File: src/rtl/shared_reg_arbiter_if.sv
// Bus between the requesters and the shared-register arbiter.
// The arbiter takes the slave view; requester logic (or a bench) takes the master view.
interface shared_reg_arbiter_if #(
  parameter int N = 4,
  parameter int W = 8
);
  localparam int OW = (N > 1) ? $clog2(N) : 1;

  logic [N-1:0]   req;
  logic [N*W-1:0] wdata;
  logic [N-1:0]   gnt;
  logic [OW-1:0]  owner;
  logic [W-1:0]   q;
  logic           q_valid;

  modport master (
    output req, wdata,
    input  gnt, owner, q, q_valid
  );

  modport slave (
    input  req, wdata,
    output gnt, owner, q, q_valid
  );
endinterface

File: src/rtl/shared_reg_arbiter.sv
// Round-robin arbiter that owns one shared W-bit register.
// The granted requester writes one word per clock while it keeps req high, for at most
// MAX_HOLD words; ownership then rotates to the next requester in round-robin order
// without an idle bubble. q/q_valid feed downstream consumers.
module shared_reg_arbiter #(
  parameter int N        = 4,
  parameter int W        = 8,
  parameter int MAX_HOLD = 4
) (
  input  logic                clk,
  input  logic                rst,
  shared_reg_arbiter_if.slave bus
);

  localparam int OW = (N > 1) ? $clog2(N) : 1;
  localparam int HW = (MAX_HOLD > 1) ? $clog2(MAX_HOLD) : 1;

  typedef enum logic {
    IDLE = 1'b0,
    BUSY = 1'b1
  } state_t;

  state_t        state_q, state_d;
  logic [N-1:0]  gnt_q, gnt_d;
  logic [OW-1:0] owner_q, owner_d;
  logic [OW-1:0] ptr_q, ptr_d;
  logic [HW-1:0] hold_cnt_q, hold_cnt_d;
  logic [W-1:0]  data_q, data_d;
  logic          q_valid_q, q_valid_d;

  logic          release_own;
  logic [OW-1:0] sel;
  logic [OW-1:0] next_ptr;

  // First requester found scanning start, start+1, ... wrapping modulo N.
  // Scanning backwards lets the lowest offset overwrite any later hit.
  function automatic logic [OW-1:0] rr_pick(input logic [N-1:0] r, input logic [OW-1:0] start);
    logic [OW-1:0] pick;
    logic [OW-1:0] idx;
    pick = '0;
    for (int k = N - 1; k >= 0; k--) begin
      idx = OW'((int'(start) + k) % N);
      if (r[idx]) pick = idx;
    end
    return pick;
  endfunction

  // Next-state logic: grant from IDLE, write/count/release while BUSY, and on release
  // re-arbitrate over the current requests in the same cycle starting after the owner.
  always_comb begin
    state_d     = state_q;
    gnt_d       = gnt_q;
    owner_d     = owner_q;
    ptr_d       = ptr_q;
    hold_cnt_d  = hold_cnt_q;
    data_d      = data_q;
    q_valid_d   = 1'b0;
    release_own = 1'b0;
    sel         = '0;
    next_ptr    = (int'(owner_q) == N - 1) ? '0 : owner_q + OW'(1);

    case (state_q)
      IDLE: begin
        if (|bus.req) begin
          sel        = rr_pick(bus.req, ptr_q);
          gnt_d      = N'(1) << sel;
          owner_d    = sel;
          hold_cnt_d = '0;
          state_d    = BUSY;
        end
      end

      BUSY: begin
        if (bus.req[owner_q]) begin
          data_d     = bus.wdata[int'(owner_q)*W +: W];
          q_valid_d  = 1'b1;
          hold_cnt_d = hold_cnt_q + HW'(1);
          if (int'(hold_cnt_q) + 1 >= MAX_HOLD) release_own = 1'b1;
        end else begin
          release_own = 1'b1;
        end

        if (release_own) begin
          ptr_d = next_ptr;
          if (|bus.req) begin
            sel        = rr_pick(bus.req, next_ptr);
            gnt_d      = N'(1) << sel;
            owner_d    = sel;
            hold_cnt_d = '0;
          end else begin
            gnt_d      = '0;
            hold_cnt_d = '0;
            state_d    = IDLE;
          end
        end
      end

      default: begin
        gnt_d   = '0;
        state_d = IDLE;
      end
    endcase
  end

  // State and output registers; reset clears everything at once, dropping any write in flight.
  always_ff @(posedge clk or posedge rst) begin
    if (rst) begin
      state_q    <= IDLE;
      gnt_q      <= '0;
      owner_q    <= '0;
      ptr_q      <= '0;
      hold_cnt_q <= '0;
      data_q     <= '0;
      q_valid_q  <= 1'b0;
    end else begin
      state_q    <= state_d;
      gnt_q      <= gnt_d;
      owner_q    <= owner_d;
      ptr_q      <= ptr_d;
      hold_cnt_q <= hold_cnt_d;
      data_q     <= data_d;
      q_valid_q  <= q_valid_d;
    end
  end

  assign bus.gnt     = gnt_q;
  assign bus.owner   = owner_q;
  assign bus.q       = data_q;
  assign bus.q_valid = q_valid_q;

endmodule

File: src/flat_wrapper.sv
// flat-port wrapper written by rule: the top's interface ports become plain ports
module shared_reg_arbiter_flat 
#(
  parameter int N        = 4,
  parameter int W        = 8,
  parameter int MAX_HOLD = 4
)
  (clk, rst, bus_req, bus_wdata, bus_gnt, bus_owner, bus_q, bus_q_valid);
  shared_reg_arbiter_if #(.N(N), .W(W)) bus_i ();
  input  logic clk;
  input  logic rst;
  input wire logic [$bits(bus_i.req)-1:0] bus_req;
  input wire logic [$bits(bus_i.wdata)-1:0] bus_wdata;
  output wire logic [$bits(bus_i.gnt)-1:0] bus_gnt;
  output wire logic [$bits(bus_i.owner)-1:0] bus_owner;
  output wire logic [$bits(bus_i.q)-1:0] bus_q;
  output wire logic [$bits(bus_i.q_valid)-1:0] bus_q_valid;
  assign bus_i.req = bus_req;
  assign bus_i.wdata = bus_wdata;
  assign bus_gnt = bus_i.gnt;
  assign bus_owner = bus_i.owner;
  assign bus_q = bus_i.q;
  assign bus_q_valid = bus_i.q_valid;
  shared_reg_arbiter #(.N(N), .W(W), .MAX_HOLD(MAX_HOLD)) u_core (.clk(clk), .rst(rst), .bus(bus_i));
endmodule
File: config.mk
export PLATFORM = sky130hd
export DESIGN_NAME = shared_reg_arbiter_flat
export DESIGN_NICKNAME = d
export VERILOG_FILES = /design/src/rtl/shared_reg_arbiter_if.sv /design/src/rtl/shared_reg_arbiter.sv /design/src/flat_wrapper.sv
export SDC_FILE = /design/constraint.sdc
export NUM_CORES = 1
export LEC_CHECK = 0
export BUFFER_PORTS_ARGS = -buffer_cell sky130_fd_sc_hd__buf_4
export CORE_MARGIN = 2
export CORE_UTILIZATION = 35
export CTS_CLUSTER_SIZE = 8
export DETAILED_ROUTE_END_ITERATION = 10
export RECOVER_POWER = 50
export SYNTH_ARGS = -nofsm -noshare
export SYNTH_HDL_FRONTEND = slang
export SYNTH_SLANG_ARGS = --single-unit
File: constraint.sdc
create_clock -name clk -period 4.15 [get_ports clk]
set_input_delay 0.415 -clock clk [delete_from_list [all_inputs] [get_ports clk]]
set_output_delay 0.415 -clock clk [all_outputs]
set_load 0.02 [all_outputs]
# After elaboration in Yosys (flattened, before gate mapping)
# Index checks and enable logic that the tools add are counted.
# W data, S select, Z words.
# word_totals
reg_bits	20
out_inout_bits	15
wordCells	93
# classes
n_addsub	9
n_lt_le_gt_ge	10
n_eq_ne	5
n_shift	3
muxes	52
bitwise	1
reduce_logical	6
# ops
operator	n
$mux W2	20
$ge A32 B4 Y1 const B	1
$shiftx A32 B6 Y8	1
$lt A2 B3 Y1 const B	9
$bmux W1 S2	9
$mux W1	16
$mux W4	3
$add A2 B1 Y2 const B	4
$add A2 B2 Y2 const B	4
$pmux W2 S2	2
$pmux W4 S2	1
$reduce_and A2 Y1	4
$shl A1 B2 Y4 const A	2
$ne A2 B2 Y1 const B	2
$reduce_or A4 Y1	1
$add A2 B1 Y3 const B	1
$ne A3 B3 Y1 const B	1
$reduce_and A3 Y1	1
$eq A2 B1 Y1 const B	1
$ne A2 B1 Y1 const B	1
$pmux W1 S2	1
$not A1 Y1	1

# Depth between registers and ports, before layout
# logic_depth
word_depth	16
depth_mapped	8
depth_no_buf	7

# Worst setup path after synthesis
# Ideal clock, no wire load.
# synth_timing
kind	register to register
from	reg u_core.owner_q[0] (netlist: u_core.bus.owner[0])
to	reg u_core.gnt_q[0] (netlist: u_core.bus.gnt[0])
setup_ns	0.065
arrival_time_ns	1.812
path_slack_ns	2.273
stages_incl_launch_ff	8
period_less_slack_ns	1.877
path_cell_list	dfrtp_1 > ha_1 > buf_2 > o21ai_1 > o21ai_0 > a2111oi_1 > and2_1 > o22a_1
# synth_between
elab_chain_cells	16
elab_cells_between_ends	31
cone_classes	add/sub: 4; eq/ne: 2; shift: 1; mux: 23; reduce/logical: 1
# synth_lines
element	line_no	rtl
start, declared	shared_reg_arbiter.sv:25	logic [OW-1:0] owner_q, owner_d;
start signal, assigned	shared_reg_arbiter.sv:118	owner_q <= owner_d;
$add A2 B1 Y2 or $eq A2 B1 Y1 (tied branches)	shared_reg_arbiter.sv:60	next_ptr = (int'(owner_q) == N - 1) ? '0 : owner_q + OW'(1);
$mux W2 (*)	shared_reg_arbiter.sv:60	
named net u_core.next_ptr[1]	shared_reg_arbiter.sv:33	logic [OW-1:0] next_ptr;
$add A2 B2 Y2	shared_reg_arbiter.sv:42	idx = OW'((int'(start) + k) % N);
$bmux W1 S2	shared_reg_arbiter.sv:43	if (r[idx]) pick = idx;
$mux W1 (implied by the code)	shared_reg_arbiter.sv:43	
$mux W2 (3 in a row)	shared_reg_arbiter.sv:43	
$mux W2 (*)	shared_reg_arbiter.sv:43	
$mux W2 (*)	shared_reg_arbiter.sv:85	if (|bus.req) begin
$mux W2 (*)	shared_reg_arbiter.sv:83	if (release_own) begin
$mux W2 (*)	shared_reg_arbiter.sv:62	case (state_q)
$shl A1 B2 Y4 (*)	shared_reg_arbiter.sv:87	gnt_d = N'(1) << sel;
$mux W4 (*)	shared_reg_arbiter.sv:85	
$mux W4 (*)	shared_reg_arbiter.sv:83	
$pmux W4 S2 (*)	shared_reg_arbiter.sv:62	
end signal, assigned	shared_reg_arbiter.sv:117	gnt_q <= gnt_d;
end, declared	shared_reg_arbiter.sv:24	logic [N-1:0] gnt_q, gnt_d;
# The timed path passes the listed nets; every way through them passes the cells marked *. The select of a mux whose other input is x is not followed.
# A chain may end at the register's enable or synchronous reset.

# Final worst setup path
# Ends and elaborated chain as after synthesis.

==> metrics.md <==
| Metric | Value |
|---|---|
| Status | `complete, no violations` |
| Ys flop type | `dfrtp_1` |
| Top post-synthesis cells by area | `dfrtp_1, mux4_1, mux2_2` |
| Initial antenna violation count | `0` |
| Post-synth ARST share | `1.000` |
| Port Buffers | `52` |
| WP data required | `4.35 ns` |
| Max-capacitance violation count | `0` |
| Reg2Reg Launch Point | `u_core.bus.owner[0]` |
| Avg WL per Cell | `14.95 microns` |
| Remaining antenna violation count | `0` |
| Clk Latency, worst-skew pair | `0.26 ns` |
| Number of I/O pins | `53` |
| Number of remaining DRC errors | `0` |
| Layout cells sized above 1 | `0.3837` |
| Clock transition at path regs | `0.08 ns` |
| WS Path Type | `flip-flop to flip-flop` |
| Post-CTS setup buffer count | `0` |
| CTS Hold Buffers Added | `0` |
| H-tree levels | `1` |
| Cell accounting for the most synthesized area | `dfrtp_1` |
| Die H | `66.02 microns` |
| Router iterations before antenna repair | `4` |
| Max-slew violation count | `0` |
| Via Count | `1144` |
| Wire length on met2 | `1626 microns` |
| Congestion Overflow GR | `0` |
| Worst slew margin | `0.4847` |
| CP Launch Type | `flip-flop` |
| Final wirelength | `3288 microns` |
| Die Area | `4359 sq um` |
| Final setup fails | `0` |
| Register-to-Register Path Depth | `6` |
| CP startpoint | `u_core.bus.owner[0]` |
| Synthesized flop and latch total | `20` |
| CTS root buf | `clkbuf_8` |
| Worst-Margin Slew | `0.7721 ns` |
| Synthesis-to-layout area growth | `32.25%` |
| Clock Skew | `0.003829 ns` |
| Period utilization | `0.5546` |
| Fmax achieved | `0.4345 GHz` |
| Slack of the worst reg-to-reg path | `1.85 ns` |
| Die outline width | `66.02 microns` |
| Synth warnings | `0` |
| Clk network pwr share | `0.118` |
| Crit path cell chain | `ha_1, o21ai_1, o21ai_0, a2111oi_1, and2_1, o22a_1` |
| Worst reg2reg path endpoint | `u_core.bus.gnt[0]` |
| EDFF count, synth | `0` |
| Max FO, Critical Path | `14` |
| FP Rows | `22` |
| Finished Core Util | `0.4827` |
| Setup TNS | `0 ns` |
| CTS sink count | `20` |
| Pleak | `0.8131 nW` |
| Commonest non-fill, non-tap cell in the layout | `buf_4` |
| Library cells used by synthesis | `38` |
| Sw Pwr | `0.5436 mW` |
| CP Capture Type | `flip-flop` |
| Cells after Synth | `123` |
| Clock tree buffer depth | `2` |
| Worst path max stage delay | `0.74 ns` |
| Register area share after synthesis | `0.3717` |
| Post-Synthesis Net Count | `163` |
| CTS Buf Count | `3` |
| Total track usage | `0.1520` |
| Post-cts repair resize count | `0` |
| Sw Share | `0.4251` |
| Starting Density | `0.3650` |
| Final hold violation count | `0` |
| Highest routed layer | `met4` |
| Pin count of the biggest net entering global routing | `21` |
| Antenna Cells | `0` |
| Worst vdd ir | `242.4 uV` |
| Met3 Wirelength | `197 microns` |
| Nets | `213` |
| Placed Area | `1752 sq um` |
| RSZ-0062 raised after global routing | `no` |
| Post-Syn Area per Cell | `10.95 sq um` |
| Placed Cells | `216` |
| Vias per cell | `5.200` |
| DR iter-0 viols | `41` |
| GPL Wtd Cong | `0.7838` |
| Placed wire-length estimate | `2565 microns` |
| Commonest cells after routing, fill and taps aside | `buf_4, dfrtp_1, a21oi_1, nor2_1, nand2_1` |
| Finished Layout Cells | `220` |
| Core area | `3689 sq um` |
| Design Area, Final | `1780 sq um` |
| Arr. time, crit path | `2.50 ns` |
| Metal-1 WL | `1414 microns` |
| Mapped Area | `1346 sq um` |
| Cell Pwr Density | `718.2 nW/um^2` |
| CTS tree | `yes` |
| Power share of the combinational group | `0.580` |
| CP max stage cell | `dfrtp_1` |
| Min-Delay Path Class | `primary input to async pin` |
| Sequential share of power | `0.301` |
| Vias in the first global route | `1101` |
| First-pass GRT wire length | `5057 microns` |
| Area fraction of the dominant cell type after synthesis | `0.3717` |
| Internal Power | `0.7352 mW` |
| Hold WS | `0.2940 ns` |
| Clock period minus final worst setup slack | `2.302 ns` |
==> worst max path at each step <==
stage | end | cells past startpoint
after detailed placement | u_core.bus.gnt[0] | 6
after floorplan | u_core.bus.gnt[0] | 7
after global placement | u_core.bus.gnt[0] | 6
final | u_core.bus.gnt[0] | 6
after CTS | u_core.bus.gnt[0] | 6
after global routing | u_core.bus.gnt[0] | 6
==> metrics by stage <==
stage | total power [mW] | setup slack (ns)
after floorplan | 0.9284 | 2.273
after global placement | 1.145 | 1.990
after detailed placement | 1.171 | 1.876
after CTS | 1.323 | 1.847
after global routing | 1.379 | 1.699
final | 1.279 | 1.848
==> registers in the layout (all words and copies together), names as in the netlist <==
register / count
u_core.ptr_q: 2
u_core.bus.q_valid: 1
u_core.state_q: 1
u_core.bus.owner: 2
u_core.bus.gnt: 4
u_core.hold_cnt_q: 2
u_core.bus.q: 8
==> synth_stat cells, types with 3 or more instances <==
cell	instances
dfrtp_1	20
a21oi_1	10
nor2_1	10
nand2_1	9
mux2_2	8
o21ai_0	8
mux4_1	7
inv_1	5
nor2b_1	5
buf_2	3
==> critical path, delay by kind of cell (launching register included) <==
kind	cells	cell delay [ns]
AO/OA/AOI/OAI	4	0.87
adder cells (fa/ha/maj)	1	0.43
flip-flops	1	0.74
AND/OR/NAND/NOR	1	0.20
==> power by group through the flow <==
| stage | clock [mW] | combinational [mW] | sequential, mW |
|---|---|---|---|
| after floorplan | 0 | 0.489 | 0.439 |
| after global placement | 0 | 0.762 | 0.383 |
| final | 0.151 | 0.742 | 0.385 |
| after global routing | 0.165 | 0.812 | 0.401 |
| after detailed placement | 0 | 0.780 | 0.392 |
| after CTS | 0.153 | 0.782 | 0.387 |
==> cells by family (layout without fill, tap and decap cells) <==
logic type / after synthesis / in the layout / synth area share
AOI/OAI and AO/OA: 36 / 36 / 0.1747
and+or+nand+nor: 35 / 35 / 0.1459
DFF: 20 / 20 / 0.3717
muxes: 17 / 17 / 0.2370
buffers and inverters: 13 / 62 / 0.05205
adders and majority gates: 2 / 2 / 0.01858
==> routing by layer <==
layer	up-vias	track usage
met5	-	0
met4	0	0.06122
met3	4	0.02555
met2	37	0.2652
met1	542	0.1857
li1	561	-
==> cell type report <==
class / count / area (sq um)
Clock buffer: 4 / 55.05
Sequential cell: 20 / 500.5
Timing Repair Buffer: 52 / 364.1
Multi-Input combinational cell: 90 / 775.7
Fill cell: 352 / 1908
Tap cell: 48 / 60.06
Inverter: 6 / 25.02
(Power assumes the default switching activity.)
